==> config.mk <==
export PLATFORM = sky130hd
export DESIGN_NAME = mem_arbiter
export DESIGN_NICKNAME = d
export VERILOG_FILES = /design/src/rtl/mem_pkg.sv /design/src/rtl/mem_arbiter_lock_timer.sv /design/src/rtl/mem_arbiter.sv
export SDC_FILE = /design/constraint.sdc
export NUM_CORES = 1
export LEC_CHECK = 0
export ABC_CLOCK_PERIOD_IN_PS = 2910
export CAP_MARGIN = 20
export CORE_ASPECT_RATIO = 1.75
export CORE_UTILIZATION = 38
export CTS_CLUSTER_DIAMETER = 50
export DETAILED_ROUTE_END_ITERATION = 16
export HOLD_SLACK_MARGIN = 0.12
export PLACE_DENSITY = 0.92
export SYNTH_ARGS = -nofsm -noshare
export SYNTH_HDL_FRONTEND = slang
export SYNTH_SLANG_ARGS = --single-unit
==> constraint.sdc <==
create_clock -name clk -period 2.91 [get_ports clk]
set_input_delay 0.582 -clock clk [delete_from_list [all_inputs] [get_ports clk]]
set_output_delay 0.582 -clock clk [all_outputs]
set_load 0.05 [all_outputs]
==> src/rtl/mem_pkg.sv <==
// Shared definitions for the program/data memory arbiter: owner encoding,
// master identifiers and default bus widths.
package mem_pkg;

    localparam int ADDR_WIDTH_DEF = 6;
    localparam int DATA_WIDTH_DEF = 16;

    localparam logic M_CPU    = 1'b0;
    localparam logic M_LOADER = 1'b1;

    // Owner of the most recently accepted transaction; IDLE when none was accepted.
    typedef enum logic [1:0] {
        IDLE = 2'd0,
        OWN0 = 2'd1,
        OWN1 = 2'd2
    } owner_e;

    function automatic owner_e owner_of(input logic id);
        return (id == M_LOADER) ? OWN1 : OWN0;
    endfunction

endpackage

==> src/rtl/mem_arbiter_lock_timer.sv <==
// Saturating count of consecutive lock-extended grants; expired marks the point
// where the current owner must yield to a waiting master.
module lock_timer #(
    parameter int LOCK_MAX = 8
) (
    input  logic clk,
    input  logic rst_n,
    input  logic inc,
    input  logic clr,
    output logic expired
);

    localparam int CW = $clog2(LOCK_MAX + 1);

    logic [CW-1:0] cnt;

    assign expired = (cnt == CW'(LOCK_MAX));

    always_ff @(posedge clk or negedge rst_n) begin
        if (!rst_n) begin
            cnt <= '0;
        end else if (clr) begin
            cnt <= '0;
        end else if (inc && !expired) begin
            cnt <= cnt + 1'b1;
        end
    end

endmodule

==> src/rtl/mem_arbiter.sv <==
// Round-robin arbiter with bounded bus lock between the CPU and the loader for
// the shared synchronous-read memory; read data returns two cycles after the request.
module mem_arbiter
    import mem_pkg::*;
#(
    parameter int ADDR_WIDTH = ADDR_WIDTH_DEF,
    parameter int DATA_WIDTH = DATA_WIDTH_DEF,
    parameter int LOCK_MAX   = 8
) (
    input  logic                  clk,
    input  logic                  rst_n,
    input  logic                  req0,
    input  logic                  req1,
    input  logic                  we0,
    input  logic                  we1,
    input  logic [ADDR_WIDTH-1:0] addr0,
    input  logic [ADDR_WIDTH-1:0] addr1,
    input  logic [DATA_WIDTH-1:0] wdata0,
    input  logic [DATA_WIDTH-1:0] wdata1,
    input  logic                  lock0,
    input  logic                  lock1,
    output logic                  gnt0,
    output logic                  gnt1,
    output logic                  rvalid0,
    output logic                  rvalid1,
    output logic [DATA_WIDTH-1:0] rdata,
    output logic                  mem_we,
    output logic [ADDR_WIDTH-1:0] mem_addr,
    output logic [DATA_WIDTH-1:0] mem_data,
    input  logic [DATA_WIDTH-1:0] mem_in,
    output owner_e                state
);

    logic                  any_req;
    logic                  win_id;
    logic                  by_lock;
    logic                  expired;
    logic                  sel_we;
    logic [ADDR_WIDTH-1:0] sel_addr;
    logic [DATA_WIDTH-1:0] sel_wdata;

    // acc_* describes the access on the memory port this cycle; rd_* the one
    // whose data arrives on mem_in this cycle.
    logic                  acc_rd;
    logic                  acc_id;
    logic                  rd_pend;
    logic                  rd_id;

    always_comb begin
        any_req = req0 | req1;
        win_id  = M_CPU;
        by_lock = 1'b0;
        if (req0 && req1) begin
            // Only the current owner's lock counts; a non-owner's lock is ignored.
            case (state)
                OWN0: begin
                    if (lock0 && !expired) begin
                        win_id  = M_CPU;
                        by_lock = 1'b1;
                    end else begin
                        win_id = M_LOADER;
                    end
                end
                OWN1: begin
                    if (lock1 && !expired) begin
                        win_id  = M_LOADER;
                        by_lock = 1'b1;
                    end else begin
                        win_id = M_CPU;
                    end
                end
                default: win_id = M_CPU;
            endcase
        end else begin
            win_id = req1 ? M_LOADER : M_CPU;
        end
    end

    always_comb begin
        sel_we    = (win_id == M_LOADER) ? we1    : we0;
        sel_addr  = (win_id == M_LOADER) ? addr1  : addr0;
        sel_wdata = (win_id == M_LOADER) ? wdata1 : wdata0;
    end

    // A lock win implies the other master was requesting; anything else restarts the run.
    lock_timer #(
        .LOCK_MAX (LOCK_MAX)
    ) u_lock_timer (
        .clk     (clk),
        .rst_n   (rst_n),
        .inc     (by_lock),
        .clr     (!by_lock),
        .expired (expired)
    );

    always_ff @(posedge clk or negedge rst_n) begin
        if (!rst_n) begin
            state    <= IDLE;
            gnt0     <= 1'b0;
            gnt1     <= 1'b0;
            mem_we   <= 1'b0;
            mem_addr <= '0;
            mem_data <= '0;
            acc_rd   <= 1'b0;
            acc_id   <= M_CPU;
            rd_pend  <= 1'b0;
            rd_id    <= M_CPU;
        end else begin
            rd_pend <= acc_rd;
            rd_id   <= acc_id;
            if (any_req) begin
                state    <= owner_of(win_id);
                gnt0     <= (win_id == M_CPU);
                gnt1     <= (win_id == M_LOADER);
                mem_we   <= sel_we;
                mem_addr <= sel_addr;
                if (sel_we) begin
                    mem_data <= sel_wdata;
                end
                acc_rd   <= !sel_we;
                acc_id   <= win_id;
            end else begin
                state  <= IDLE;
                gnt0   <= 1'b0;
                gnt1   <= 1'b0;
                mem_we <= 1'b0;
                acc_rd <= 1'b0;
            end
        end
    end

    assign rvalid0 = rd_pend && (rd_id == M_CPU);
    assign rvalid1 = rd_pend && (rd_id == M_LOADER);
    assign rdata   = mem_in;

endmodule

**Word-level counts from Yosys, hierarchy flattened**

Index checks and enable logic that the tools add are counted.

- Logic and storage cells: 47
- Input bits: 68
- Register bits: 35
- Output and inout port bits: 45

- Equality and inequality tests: 4
- Bitwise operators: 3
- Reductions and logical operators: 9
- Add/subtract/negate cells: 1
- Mux-type cells: 19

Operator list:

| cell | number |
|---|---|
| 16-bit 2-to-1 mux | 1 |
| 1-bit 2-to-1 mux | 11 |
| 4-bit 2-to-1 mux | 2 |
| 1-bit logical AND | 6 |
| 6-bit 2-to-1 mux | 1 |
| 4-bit by 1-bit adder with 4-bit output, second input constant | 1 |
| 4-bit == test, second input constant | 1 |
| 2-bit 2-to-1 mux | 2 |
| 1-bit case mux with 2 select lines | 2 |
| 2-bit by 1-bit == test with 1-bit output, second input constant | 1 |
| 2-bit == test, second input constant | 1 |
| 1-bit logical NOT | 2 |
| 2-bit != test, second input constant | 1 |
| 1-bit inverter | 2 |
| 2-bit AND reduction | 1 |
| 1-bit OR | 1 |

**Logic depth before layout (Yosys ltp)**

Gate-level depths: netlist of run 1.

- Word-level depth: 9
- Mapped depth: 10
- Mapped depth without buffers: 6

**Hierarchy**

Synthesis of run 1 repeated with hierarchy kept, for this count alone.

- Cell total of the unflattened synthesis: 207
- Area total of the unflattened synthesis: 2029.4 um^2

By module, submodules not included:

| module | area each (um^2) | instances | cells an instance | seq. area each (um^2) |
|---|---|---|---|---|
| mem_arbiter | 1796.7 | 1 | 183 | 725.7 |
| lock_timer | 232.7 | 1 | 24 | 100.1 |

**Worst setup path after synthesis of run 1**

OpenSTA, ideal clock, no wires.

- Kind: register to register
- From: reg gnt0 (netlist name)
- To: reg mem_data[15]
- Path buffers: 3
- Path slack: 318 ps
- Clock period less this slack: 2592 ps
- Library setup time: 96 ps
- Arrival time: 2497 ps
- Stages on the path, launching flop included: 10
- Data required time: 2814 ps
- Path through: dfrtp_1 inv_1 ha_1 nand3b_1 or4b_4 buf_6 and2_4 buf_6 buf_8 a311oi_2

RTL lines:

| what | line | text |
|---|---|---|
| to (signal assigned) | mem_arbiter.sv:118 | `mem_data <= sel_wdata;` |
| to (decl) | mem_arbiter.sv:29 | `output logic [DATA_WIDTH-1:0] mem_data,` |

**Final worst setup path of run 1**

- From: in req1
- To: reg mem_data[13]

- Word-level cells in the longest chain between the ends: 4
- Elaborated cells between the ends (all ways): 7
- Those cells by class: mux: 4; bitwise: 1; reduce/logical: 2

RTL lines:

| what | line | text |
|---|---|---|
| from (decl) | mem_arbiter.sv:13 | `input logic req1,` |
| 1-bit 2-to-1 mux / 1-bit logical AND (equally long branches) | mem_arbiter.sv:75, mem_arbiter.sv:53 |  |
| 1-bit 2-to-1 mux | mem_arbiter.sv:53 | `if (req0 && req1) begin` |
| 1-bit 2-to-1 mux | mem_arbiter.sv:80 | `sel_we = (win_id == M_LOADER) ? we1 : we0;` |
| 2-bit AND reduction (no source line) | n/a |  |

Several ways; a longest one is shown, not always the timed one.
A chain may end at the register's enable or synchronous reset.

==> results of run 1 <==
-- worst max-delay path: stages --
cell and delay, ps:
clkdlybuf4s50_1 570, nand3b_1 160, or4b_4 640, and2_4 270
a311oi_1 280
-- layer usage --
layer | GRT usage | routed length (µm)
met1 | 0.2160 | 1952
met4 | 0.09167 | 114
met5 | 0 | 0
met3 | 0.04342 | 321
met2 | 0.3444 | 2518
-- cell families after synthesis --
logic type | count (synthesis) | share of synthesized area
AOI/OAI and AO/OA | 52 | 0.2216
DFF | 33 | 0.4380
xor gates and xnor gates | 1 | 0.004646
adders and majority gates | 4 | 0.02654
buffers and inverters | 59 | 0.1719
and+or+nand+nor | 42 | 0.1261
muxes | 2 | 0.01128
-- power groups by stage --
stage,registers [W],clock network [W],logic [W]
after CTS,0.000554,0.000391,0.000549
final,0.000554,0.000386,0.000545
after global placement,0.000560,0,0.000539
after global routing,0.000561,0.000411,0.000574
after detailed placement,0.000559,0,0.000548
after floorplan,0.000741,0,0.000199
-- layout make-up --
type                       instances  area (µm²)  share of cell area
clock buffer                       7       96.34             0.03596
sequential                        33       825.8              0.3083
tap                               52       65.06             0.02429
clock inverter                     1       5.005            0.001868
inverter                          29       108.9             0.04064
timing repair buffer              85       838.3              0.3129
multi-input combinational        101       739.5              0.2760
-- cell usage in the layout (no fill, tap or decap), drive strengths merged --
cell type and instances:
dfrtp 33, a2111oi 2, o32ai 6, nor2b 2
or4b 1, ha 4, nor2 3, inv 29
buf 5, a21o 2, or2 3, o221ai 2
nand3b 2, clkbuf 7, and3b 1, mux2 1
nand4b 1, nand4bb 1, xor2 1, and2 3
nand3 2, o21ai 1, a311oi 16, mux2i 1
nand2 7, clkinv 1, nor3 16, o211a 1
a21oi 22, clkdlybuf4s50 80
-- path summary, 6_finish.rpt --
path	depth (start not counted)	slack, ps	startpoint	endpoint
max	5	570	req1	mem_data[13]
min	0	370	acc_rd	rd_pend
max reg2reg	6	590	gnt0	mem_data[13]
min reg2reg	0	370	acc_rd	rd_pend
max in group asynchronous	2	1920	rst_n	u_lock_timer.cnt[3]
min in group asynchronous	2	690	rst_n	mem_addr[3]
-- flip-flops by register name, indices dropped and copies added (netlist names) --
register / count
mem_data: 16
rd_pend: 1
gnt1: 1
acc_rd: 1
rd_id: 1
mem_addr: 6
mem_we: 1
gnt0: 1
acc_id: 1
u_lock_timer.cnt: 4
-- metrics by stage --
stage / total power [W] / util / area, µm²
floorplan: 0.0009395 / - / 1886
global placement: 0.001099 / 0.5476 / 2577
detailed placement: 0.001107 / 0.5476 / 2577
CTS: 0.001493 / 0.5691 / 2679
global route: 0.001546 / 0.5691 / 2679
finish: 0.001485 / 0.5691 / 2679
==> results.json, run 1 <==
{
  "cts_hold_buffers": 0,
  "nFillCells": 412,
  "postRouteAntennaNets": 0,
  "clockBufferDepth": 2,
  "rsz0062_at_grt": "false",
  "postCtsSetupBuffers": 0,
  "power.switching_w": 0.0005356,
  "fin_crit_sh": 0.8036,
  "io_buffers": 80,
  "comb_power_share": 0.367,
  "vias_per_cell": 5.494,
  "yosysMostFrequentCell": "dfrtp_1",
  "ys_top_cells_by_count": "dfrtp_1 (33), inv_1 (29), a21oi_1 (22)",
  "row_count": 33,
  "num_io_pins": 113,
  "fmax_mhz": 427.6,
  "finClkSkew_ps": 8.122,
  "p_leak_nw": 1.154,
  "drive_gt1_frac": 0.1094,
  "die_area_um2": 5259,
  "async_reset_ff_frac": 1.000,
  "synth.avg_cell_area_um2": 9.770,
  "cts_tree": "built",
  "slew_viol_final": 0,
  "worstPathRequired_ps": 3100,
  "dp_slack_ps": 250.7,
  "clock_power_share": 0.260,
  "clk_pin_slew_ps": 70,
  "fin_crit_ps": 2338,
  "vdd_ir_drop_max_mv": 0.3623,
  "power.internal_w": 0.0009496,
  "synth_top_area_share": 0.4380,
  "crit_arrival_ps": 2530,
  "p_sw_frac": 0.3606,
  "grt_max_degree": 34,
  "drt_pass1_iterations": 4,
  "num-nets-final": 327,
  "synth_seq_cells": 33,
  "worst_setup_path_start_kind": "input port",
  "worst_pin_slew_ps": 530.5,
  "seqPwrFrac": 0.373,
  "outcome": "complete, no violations",
  "antenna_cells": 0,
  "synth_area_um2": 1886,
  "layout.cells.non_filler": 308,
  "hpwl_um": 3587,
  "fp.dieH_um": 95.19,
  "dp.cells": 300,
  "initial_utilization": 0.4006,
  "clk_root_buffer_cell": "clkbuf_8",
  "final_hold_viol_count": 0,
  "yosysTopAreaCell": "dfrtp_1",
  "cp_max_fo": 18,
  "insertion_delay_ps": 290,
  "grt_antenna_before_repair": 0,
  "cts_sinks": 33,
  "fin_setup_tns_ps": 0,
  "worstSetupEndpointType": "register",
  "drtIter0Drc": 60,
  "wl_per_cell_um": 15.93,
  "whs_ps": 367.0,
  "syn_nets": 265,
  "num_vias": 1692,
  "post_cts_resize_count": 0,
  "path_class": "input port to register",
  "maxCapViolCount": 0,
  "ys.flop_type": "dfrtp_1",
  "grt_pass1_wl_um": 7962,
  "setup_violations": 0,
  "wl_um": 4907,
  "die_x_um": 55.25,
  "synthCells": 193,
  "layout_setup_ws_ps": 571.6,
  "synth_edf_count": 0,
  "ys_types": 33,
  "h-tree-depth": 2,
  "synth-warning-count": 0,
  "grt_use_total": 0.1929,
  "core_area_um2": 4707,
  "maxSlewHeadroom": 0.6453,
  "numCtsBuffers": 5,
  "gp_congestion": 0.7525,
  "powerDensity_nw_per_um2": 554.4,
  "ys_seq_area_frac": 0.4380,
  "synth_area_leaders": "dfrtp_1 (44%), buf_4 (7.2%), a311oi_2 (6.4%)",
  "syn2layout_area_growth_pct": 42.07,
  "worstHoldPathType": "register to register",
  "grt_pass1_vias": 1709,
  "drt_drc_violations_left": 0,
  "gr-total-overflow": 0
}
(Power assumes the default switching activity.)
==> inputs of run 2 (changes only) <==
--- a/config.mk
+++ b/config.mk
@@ -5,7 +5,7 @@
 export SDC_FILE = /design/constraint.sdc
 export NUM_CORES = 1
 export LEC_CHECK = 0
-export ABC_CLOCK_PERIOD_IN_PS = 2910
+export ABC_CLOCK_PERIOD_IN_PS = 2300
 export CAP_MARGIN = 20
 export CORE_ASPECT_RATIO = 1.75
 export CORE_UTILIZATION = 38
==> constraint.sdc (replaced) <==
create_clock -name clk -period 2.3 [get_ports clk]
set_input_delay 0.46 -clock clk [delete_from_list [all_inputs] [get_ports clk]]
set_output_delay 0.46 -clock clk [all_outputs]
set_load 0.05 [all_outputs]
==> run 2 against run 1 <==
  * Cell area increased by 1.1%
  * Sequential power increased by 27%
  * Die area unchanged
  * Core utilization increased by 0.64 points
  * Via count decreased by 2.0%
  * Register-to-register slack got worse by 400 ps
  * Critical path type is now register to register
  * Critical endpoint is now mem_data[2]
  * Largest cell class unchanged
  * Largest power group unchanged
==> results.json, run 2 (same netlist as run 1, synthesis figures left out) <==
{
  "vdd_ir_drop_max_mv": 0.4752,
  "io_buffers": 80,
  "hold_start": "acc_rd",
  "grt_max_degree": 34,
  "hpwl_um": 3628,
  "initial_utilization": 0.4006,
  "numCtsBuffers": 5,
  "cts_tree": "built",
  "die_area_um2": 5259,
  "maxCapViolCount": 0,
  "design_area_um2": 2709,
  "h-tree-depth": 2,
  "r2r_cells": 6,
  "final_cell_mix": "clkdlybuf4s50_1 (80), dfrtp_1 (31), inv_1 (28)",
  "vias_per_cell": 5.331,
  "core_area_um2": 4707,
  "setup_violations": 0,
  "clockBufferDepth": 2,
  "postRouteAntennaNets": 0,
  "fp.dieH_um": 95.19,
  "final_hold_viol_count": 0,
  "min_to": "rd_pend",
  "outcome": "complete, no violations",
  "powerDensity_nw_per_um2": 675.2,
  "whs_path_depth": 0,
  "rr_endpoint": "mem_data[2]",
  "worstSetupEndpointType": "register",
  "gp_congestion": 0.7839,
  "regMostFlops": "mem_data",
  "num-nets-final": 331,
  "worst_setup_path_start_kind": "register",
  "post_cts_resize_count": 0,
  "largest_reg_flops": 16,
  "path_class": "register to register",
  "clk_pin_slew_ps": 60,
  "antenna_cells": 0,
  "nFillCells": 425,
  "worstHoldPathType": "register to register",
  "grt_use_total": 0.1868,
  "rrSetupSlack_ps": 190,
  "drtIter0Drc": 25,
  "drt_drc_violations_left": 0,
  "slew_viol_final": 0,
  "wl_um": 4786,
  "final_common_cell": "clkdlybuf4s50_1",
  "rsz0062_at_grt": "false",
  "die_x_um": 55.25,
  "p_leak_nw": 1.158,
  "whs_ps": 354.4,
  "fmax_mhz": 474.3,
  "drive_gt1_frac": 0.1313,
  "grt_pass1_vias": 1719,
  "maxSlewHeadroom": 0.6408,
  "fin_crit_ps": 2108,
  "num_io_pins": 113,
  "fin_crit_sh": 0.9166,
  "worst_pin_slew_ps": 537.2,
  "row_count": 33,
  "postCtsSetupBuffers": 0,
  "clk_root_buffer_cell": "clkbuf_8",
  "drt_pass1_iterations": 4,
  "cts_hold_buffers": 0,
  "postPlaceCellArea_um2": 2623,
  "gr-total-overflow": 0,
  "grt_pass1_wl_um": 7728,
  "cp-startpoint": "gnt0",
  "timing.rr.start": "gnt0",
  "finClkSkew_ps": 5.406,
  "insertion_delay_ps": 270,
  "layout_top_registers": "mem_data x16, mem_addr x6, u_lock_timer.cnt x4",
  "crit_arrival_ps": 2280,
  "wl_per_cell_um": 15.39,
  "worstPathRequired_ps": 2480,
  "num_vias": 1658,
  "grt_antenna_before_repair": 0,
  "cp_max_fo": 18,
  "cts_sinks": 33,
  "syn2layout_area_growth_pct": 43.66
}
-- run 2: worst max-delay path by stage --
stage          cells past startpoint           end
2_1_floorplan                      9  mem_data[15]
3_3_place_gp                       5   mem_data[1]
3_5_place_dp                       5  mem_data[12]
4_1_cts                            6  mem_data[14]
5_1_grt                            6  mem_data[13]
6_report                           6   mem_data[2]
-- run 2: cell type report --
class	instances	area [µm²]	area share
clock buffers	7	86.33	0.03187
flip-flops and latches	33	828.3	0.3058
repair buffers	89	868.3	0.3206
multi-input cells	101	752.0	0.2776
well taps	52	65.06	0.02402
inverters	29	108.9	0.04018
-- run 2: layer usage --
layer	part of all wire	global-route usage	wire, µm	up-vias
met5	0	0	0	-
met4	0.039	0.1146	189	0
met3	0.058	0.03121	278	20
met2	0.54	0.3434	2587	73
met1	0.36	0.1969	1730	774
li1	-	-	-	791
-- run 2: report_power, final --
part | internal [W] | switching (W) | leakage (nW)
Combinational | 0.000285 | 0.000412 | 0.731
Clock | 0.000237 | 0.000193 | 0.0443
Sequential | 0.000656 | 0.0000468 | 0.382
Total | 0.00118 | 0.000651 | 1.16
-- run 2: worst max-delay path, stage by stage (launching register included) --
cell and delay (ps):
dfrtp_2 430, inv_2 70, ha_4 200, nand3b_1 220, or4b_4 570, and2_4 230
a311oi_1 290
-- run 2: per-stage QoR --
| step | setup TNS [ps] | worst slack [ps] | utilization | std cells | power [W] |
|---|---|---|---|---|---|
| after CTS | 0 | 163.6 | 0.5755 | 311 | 0.001843 |
| after detailed placement | -77.84 | -25.97 | 0.5572 | 304 | 0.001409 |
| after global routing | 0 | 70.83 | 0.5755 | 311 | 0.001902 |
| final | 0 | 191.7 | 0.5755 | 311 | 0.001829 |
| after global placement | 0 | 60.81 | 0.5572 | 304 | 0.001399 |
| after floorplan | -227.9 | -28.49 | - | 193 | 0.001196 |
==> inputs of run 3 (changes only) <==
--- a/config.mk
+++ b/config.mk
@@ -11,6 +11,7 @@
 export CORE_UTILIZATION = 38
 export CTS_CLUSTER_DIAMETER = 50
 export DETAILED_ROUTE_END_ITERATION = 16
+export GPL_TIMING_DRIVEN = 0
 export HOLD_SLACK_MARGIN = 0.12
 export PLACE_DENSITY = 0.92
 export SYNTH_ARGS = -nofsm -noshare
==> run 3 against run 2 <==
  * Sequential power is 0.9% lower
  * Global-route usage increased by 2.1 points
  * Clock power is 4% lower
  * Register-to-register slack got worse by 80 ps
  * Critical endpoint is now mem_addr[1]
==> results.json, run 3 (same netlist as run 1, synthesis figures left out) <==
{
  "cts_tree": "built",
  "grt_use_total": 0.2074,
  "grt_antenna_before_repair": 0,
  "largest_reg_flops": 16,
  "clk_root_buffer_cell": "clkbuf_8",
  "crit_family": "compound AO/OA/AOI/OAI gates",
  "io_buffers": 96,
  "initial_utilization": 0.4006,
  "vdd_ir_drop_max_mv": 0.4482,
  "fmax_mhz": 458.0,
  "cpMaxStageDelayCell": "o21ai_1",
  "drtIter0Drc": 29,
  "crit_arrival_ps": 2310,
  "p_sw_frac": 0.3781,
  "num-nets-final": 372,
  "fin_setup_tns_ps": 0,
  "comb_power_share": 0.423,
  "syn2layout_area_growth_pct": 63.04,
  "max_stage_delay_ps": 540,
  "rr_endpoint": "mem_addr[1]",
  "fp.dieH_um": 95.19,
  "r2r_cells": 6,
  "cp_max_fo": 9,
  "worstSetupEndpointType": "register",
  "final_hold_viol_count": 0,
  "worstHoldPathType": "input port to asynchronous set/reset pin",
  "p_leak_nw": 1.349,
  "num_vias": 1851,
  "drt_pass1_iterations": 4,
  "hpwl_um": 4107,
  "wl_um": 5387,
  "num_io_pins": 113,
  "row_count": 33,
  "regMostFlops": "mem_data",
  "drt_drc_violations_left": 0,
  "slew_viol_final": 0,
  "core_area_um2": 4707,
  "fin_crit_sh": 0.9493,
  "insertion_delay_ps": 280,
  "timing.rr.start": "gnt1",
  "cts_hold_buffers": 0,
  "postRouteAntennaNets": 0,
  "grt_pass1_wl_um": 8666,
  "path_cells": "ha_4 > nand3b_1 > buf_4 > or2_2 > o21ai_1 > a21oi_1",
  "outcome": "complete, no violations",
  "numCtsBuffers": 5,
  "worst_setup_path_start_kind": "register",
  "gp_congestion": 0.7158,
  "power.switching_w": 0.0007270,
  "maxSlewHeadroom": 0.5117,
  "die_x_um": 55.25,
  "clk_pin_slew_ps": 70,
  "cp.depth": 6,
  "layout_top_registers": "mem_data x16, mem_addr x6, u_lock_timer.cnt x4",
  "h-tree-depth": 2,
  "maxCapViolCount": 0,
  "rrSetupSlack_ps": 120,
  "grt_max_degree": 34,
  "setup.worst_path.end": "mem_addr[1]",
  "grt_pass1_vias": 1960,
  "cp-startpoint": "gnt1",
  "setup_violations": 0,
  "gr-total-overflow": 0,
  "final_common_cell": "clkdlybuf4s50_1",
  "vias_per_cell": 5.244,
  "cp_num_buf_inv": 1,
  "drive_gt1_frac": 0.2027,
  "worstPathRequired_ps": 2420,
  "whs_ps": 237.1,
  "fin_crit_ps": 2183,
  "worst_pin_slew_ps": 732.4,
  "powerDensity_nw_per_um2": 625.5,
  "finClkSkew_ps": 10.88,
  "antenna_cells": 0,
  "final_cell_mix": "clkdlybuf4s50_1 (93), dfrtp_1 (31), inv_1 (28)",
  "clock_power_share": 0.215,
  "seqPwrFrac": 0.363,
  "power.internal_w": 0.001196,
  "path_class": "register to register",
  "die_area_um2": 5259,
  "cts_sinks": 33,
  "finalPower_w": 0.001923,
  "wl_per_cell_um": 15.26,
  "clockBufferDepth": 2
}
[run 3: cell count changes in the layout (fill, tap and decap cells not counted), moves of 2 or more]
cell / change
clkinv_2: +2
clkdlybuf4s50_1: +13
clkbuf_1: +3
clkbuf_2: +3
dlygate4sd2_1: +2
buf_4: +16
[run 3: cell type report]
type / instances / area (µm²)
Buffer: 27 / 200.2
Clock buffer: 6 / 72.57
Clock inverter: 2 / 10.01
Fill cell: 398 / 1633
Inverter: 29 / 108.9
Multi-Input combinational cell: 101 / 765.7
Sequential cell: 33 / 828.3
Tap cell: 52 / 65.06
Timing Repair Buffer: 103 / 1023
[run 3: metrics by stage]
| stage | utilization | worst slack, ps | instances | instance area, µm² |
|---|---|---|---|---|
| floorplan | - | -28.49 | 193 | 1901 |
| global placement | 0.6217 | -412.7 | 341 | 2927 |
| detailed placement | 0.6207 | -441.0 | 341 | 2922 |
| CTS | 0.6443 | 19.48 | 351 | 3033 |
| global route | 0.6531 | -0.6368 | 353 | 3074 |
| finish | 0.6531 | 116.6 | 353 | 3074 |
[run 3: worst register-to-register path, stage by stage, from the launching register on]
cell      delay, ps
dfrtp_2         440
ha_4            260
nand3b_1        180
buf_4           160
or2_2           280
o21ai_1         540
a21oi_1         180
[run 3: worst min path at each step]
| stage | slack [ps] | startpoint | cells past startpoint | endpoint |
|---|---|---|---|---|
| 6_report | 240 | rst_n | 1 | mem_data[9] |
| 5_1_grt | 290 | rst_n | 1 | mem_data[9] |
| 4_1_cts | 260 | rst_n | 1 | mem_we |
| 3_5_place_dp | 330 | acc_rd | 0 | rd_pend |
| 3_3_place_gp | 340 | acc_rd | 0 | rd_pend |
| 2_1_floorplan | 160 | rst_n | 0 | acc_id |
[run 3: routing by layer]
layer / GRT usage / wire (µm)
met4: 0.07917 / 95
met5: 0 / 0
met3: 0.04613 / 374
met1: 0.2043 / 1895
met2: 0.4127 / 3022
[run 3: timing repair]
| action | in CTS | in global routing |
|---|---|---|
| setup buffers | 3 | 3 |
| endpoints found under the setup margin | 21 | 20 |
| gates cloned | 0 | 1 |
| resized for setup | 5 | 9 |
| pin swaps | 0 | 3 |
[run 3: power groups by stage]
stage | Combinational [W] | Sequential [W] | Clock (W)
2_1_floorplan | 0.000257 | 0.000938 | 0
3_3_place_gp | 0.000794 | 0.000705 | 0
3_5_place_dp | 0.000804 | 0.000706 | 0
4_1_cts | 0.000809 | 0.000698 | 0.000421
5_1_grt | 0.000851 | 0.000709 | 0.000450
6_report | 0.000813 | 0.000697 | 0.000412
==> RTL change, RTL diff (config.mk and constraints of run 2) <==
Make the reset (`rst_n`) synchronous in 2 clocked blocks.
--- a/src/rtl/mem_arbiter_lock_timer.sv
+++ b/src/rtl/mem_arbiter_lock_timer.sv
@@ -18,3 +18,3 @@
 
-    always_ff @(posedge clk or negedge rst_n) begin
+    always_ff @(posedge clk) begin
         if (!rst_n) begin
--- a/src/rtl/mem_arbiter.sv
+++ b/src/rtl/mem_arbiter.sv
@@ -95,3 +95,3 @@
 
-    always_ff @(posedge clk or negedge rst_n) begin
+    always_ff @(posedge clk) begin
         if (!rst_n) begin
Behaviour: differs if rst_n is asserted again (counterexample within 4 cycles, from zero or initial values and one cycle with rst_n low); with rst_n held inactive, the same outputs for 10 cycles.
==> RTL change against run 2 <==
Routed wire length decreased by 15%. Critical path depth rose by 1. Sequential cell count did not move. Cell area is 8.9% lower. Clock power rose by 28%. Maximum frequency grew 4.3%. Total power shrank 7.1%. Setup slack better by 0.087 ns. Global-route usage shrank 0.67 points. Via count decreased by 7.5%. Clock skew is 0.00090 ns higher. Synthesized area is 11% lower. Critical path type unchanged. Largest power group unchanged.
==> RTL change: results (changes against run 2) <==
- Share of layout cells above drive strength 1: 8.37% (-4.8 points)
- Peak VDD IR: 0.000745 V (+57%)
- Seq/Total Area, Yosys: 39.4% (-4.4 points)
- Slew HR: 65.7% (+1.6 points)
- Depth of the most critical reg-to-reg path: 7 (+1)
- Post-synth top flop: dfxtp_1
- Static leakage: 0.00105 µW (-9.3%)
- Status: finished clean
- I/O Buffers: 80 (unchanged)
- Hold path cells: 1 (+1)
- Total Wirelength: 4.09 mm (-15%)
- Commonest cells in the synthesized netlist: inv_1, dfxtp_1, nand2_1
- Number of global-route vias before repair: 1540 (-10%)
- Crit path time final: 2.02 ns (-0.0866 ns)
- CTS resizes: 0 (unchanged)
- Critical Path AT: 2.19 ns (-0.09 ns)
- Fin area: 2470 µm² (-8.9%)
- GRT Overall Usage: 18.0% (-0.67 points)
- Worst R2R Start: state[0]
- Post-synthesis mux area share: 0% (-1.1 points)
- Hold Path Class: reg2reg
- Largest stage delay on the critical path: 0.36 ns (-0.21 ns)
- Worst Hold End: rd_pend
- Post-DP HPWL: 3.13 mm (-14%)
- Mapped Nets: 269 (+1.5%)
- Ant diodes: 0 (unchanged)
- Nets@finish: 334 (+0.91%)
- Vias per inst: 4.92 (-7.8%)
- Crit Path Class: reg2reg
- DP Area: 2350 µm² (-10%)
- Clock Path Buffers: 2 (unchanged)
- Top delay family on crit path: compound AO/OA/AOI/OAI gates
- Crit path max fanout: 16 (-2)
- Synth top area cells: dfxtp_1, a222oi_1, buf_4
- DR iter-0 viols: 50 (+100%)
- Place WS: 0.0468 ns (+0.0727 ns)
- Hold Worst Slack: 0.441 ns (+0.0863 ns)
- Largest net degree at the start of global routing: 17 (-50%)
- FFs w/ async S/R, synth: 0% (-100 points)
- Mapped Avg Cell Area: 8.50 µm² (-13%)
- Post-synthesis compound-gate area fraction: 18.0% (-4.2 points)
- Synth Area in Adders: 2.99% (+0.33 points)
- Routability cong.: 0.820 (+4.6%)
- First-pass GRT wire length: 6.47 mm (-16%)
- Post-Synth XOR/XNOR Area: 1.57% (+1.1 points)
- Worst setup path end: mem_data[13]
- H-tree levels: 2 (unchanged)
- Final non-filler cell total: 312 (+0.32%)
- Reg2reg setup slack: 0.28 ns (+0.09 ns)
- Fillers: 378 (-11%)
- Initial antenna violation count: 0 (unchanged)
- Worst hold start: acc_rd
- Setup Skew: 0.00630 ns (+0.000896 ns)
- Synth cell types: 34 (+3.0%)
- Critical path's slowest cell: a222oi_1
==> RTL change: logic make-up after synthesis <==
kind of cell    Yosys count
buf+inv                  62
simple gates             58
compound gates           37
flops                    33
fa+ha+maj                 4
xor+xnor                  3
==> RTL change: power by group <==
part	total (µW)	internal, µW	switching [µW]
Sequential	652	624	28.0
Combinational	495	210	285
Clock	552	353	199
==> RTL change: metal layers <==
metal  global-route usage [%]  wire, µm  vias to the layer above
met5                        0         0                        -
met4                     8.11        76                        0
met3                     4.40       277                       10
li1                         -         -                      766
met2                     34.3      2170                       62
met1                     16.6      1560                      696
==> RTL change: layout make-up <==
class                           instances  share of cell area (%)
Tap cell                               49                    2.48
Sequential cell                        33                    26.9
Clock buffer                            7                    3.50
Inverter                               36                    5.47
Clock inverter                          1                    1.22
Multi-Input combinational cell        102                    26.8
Timing Repair Buffer                   84                    33.7
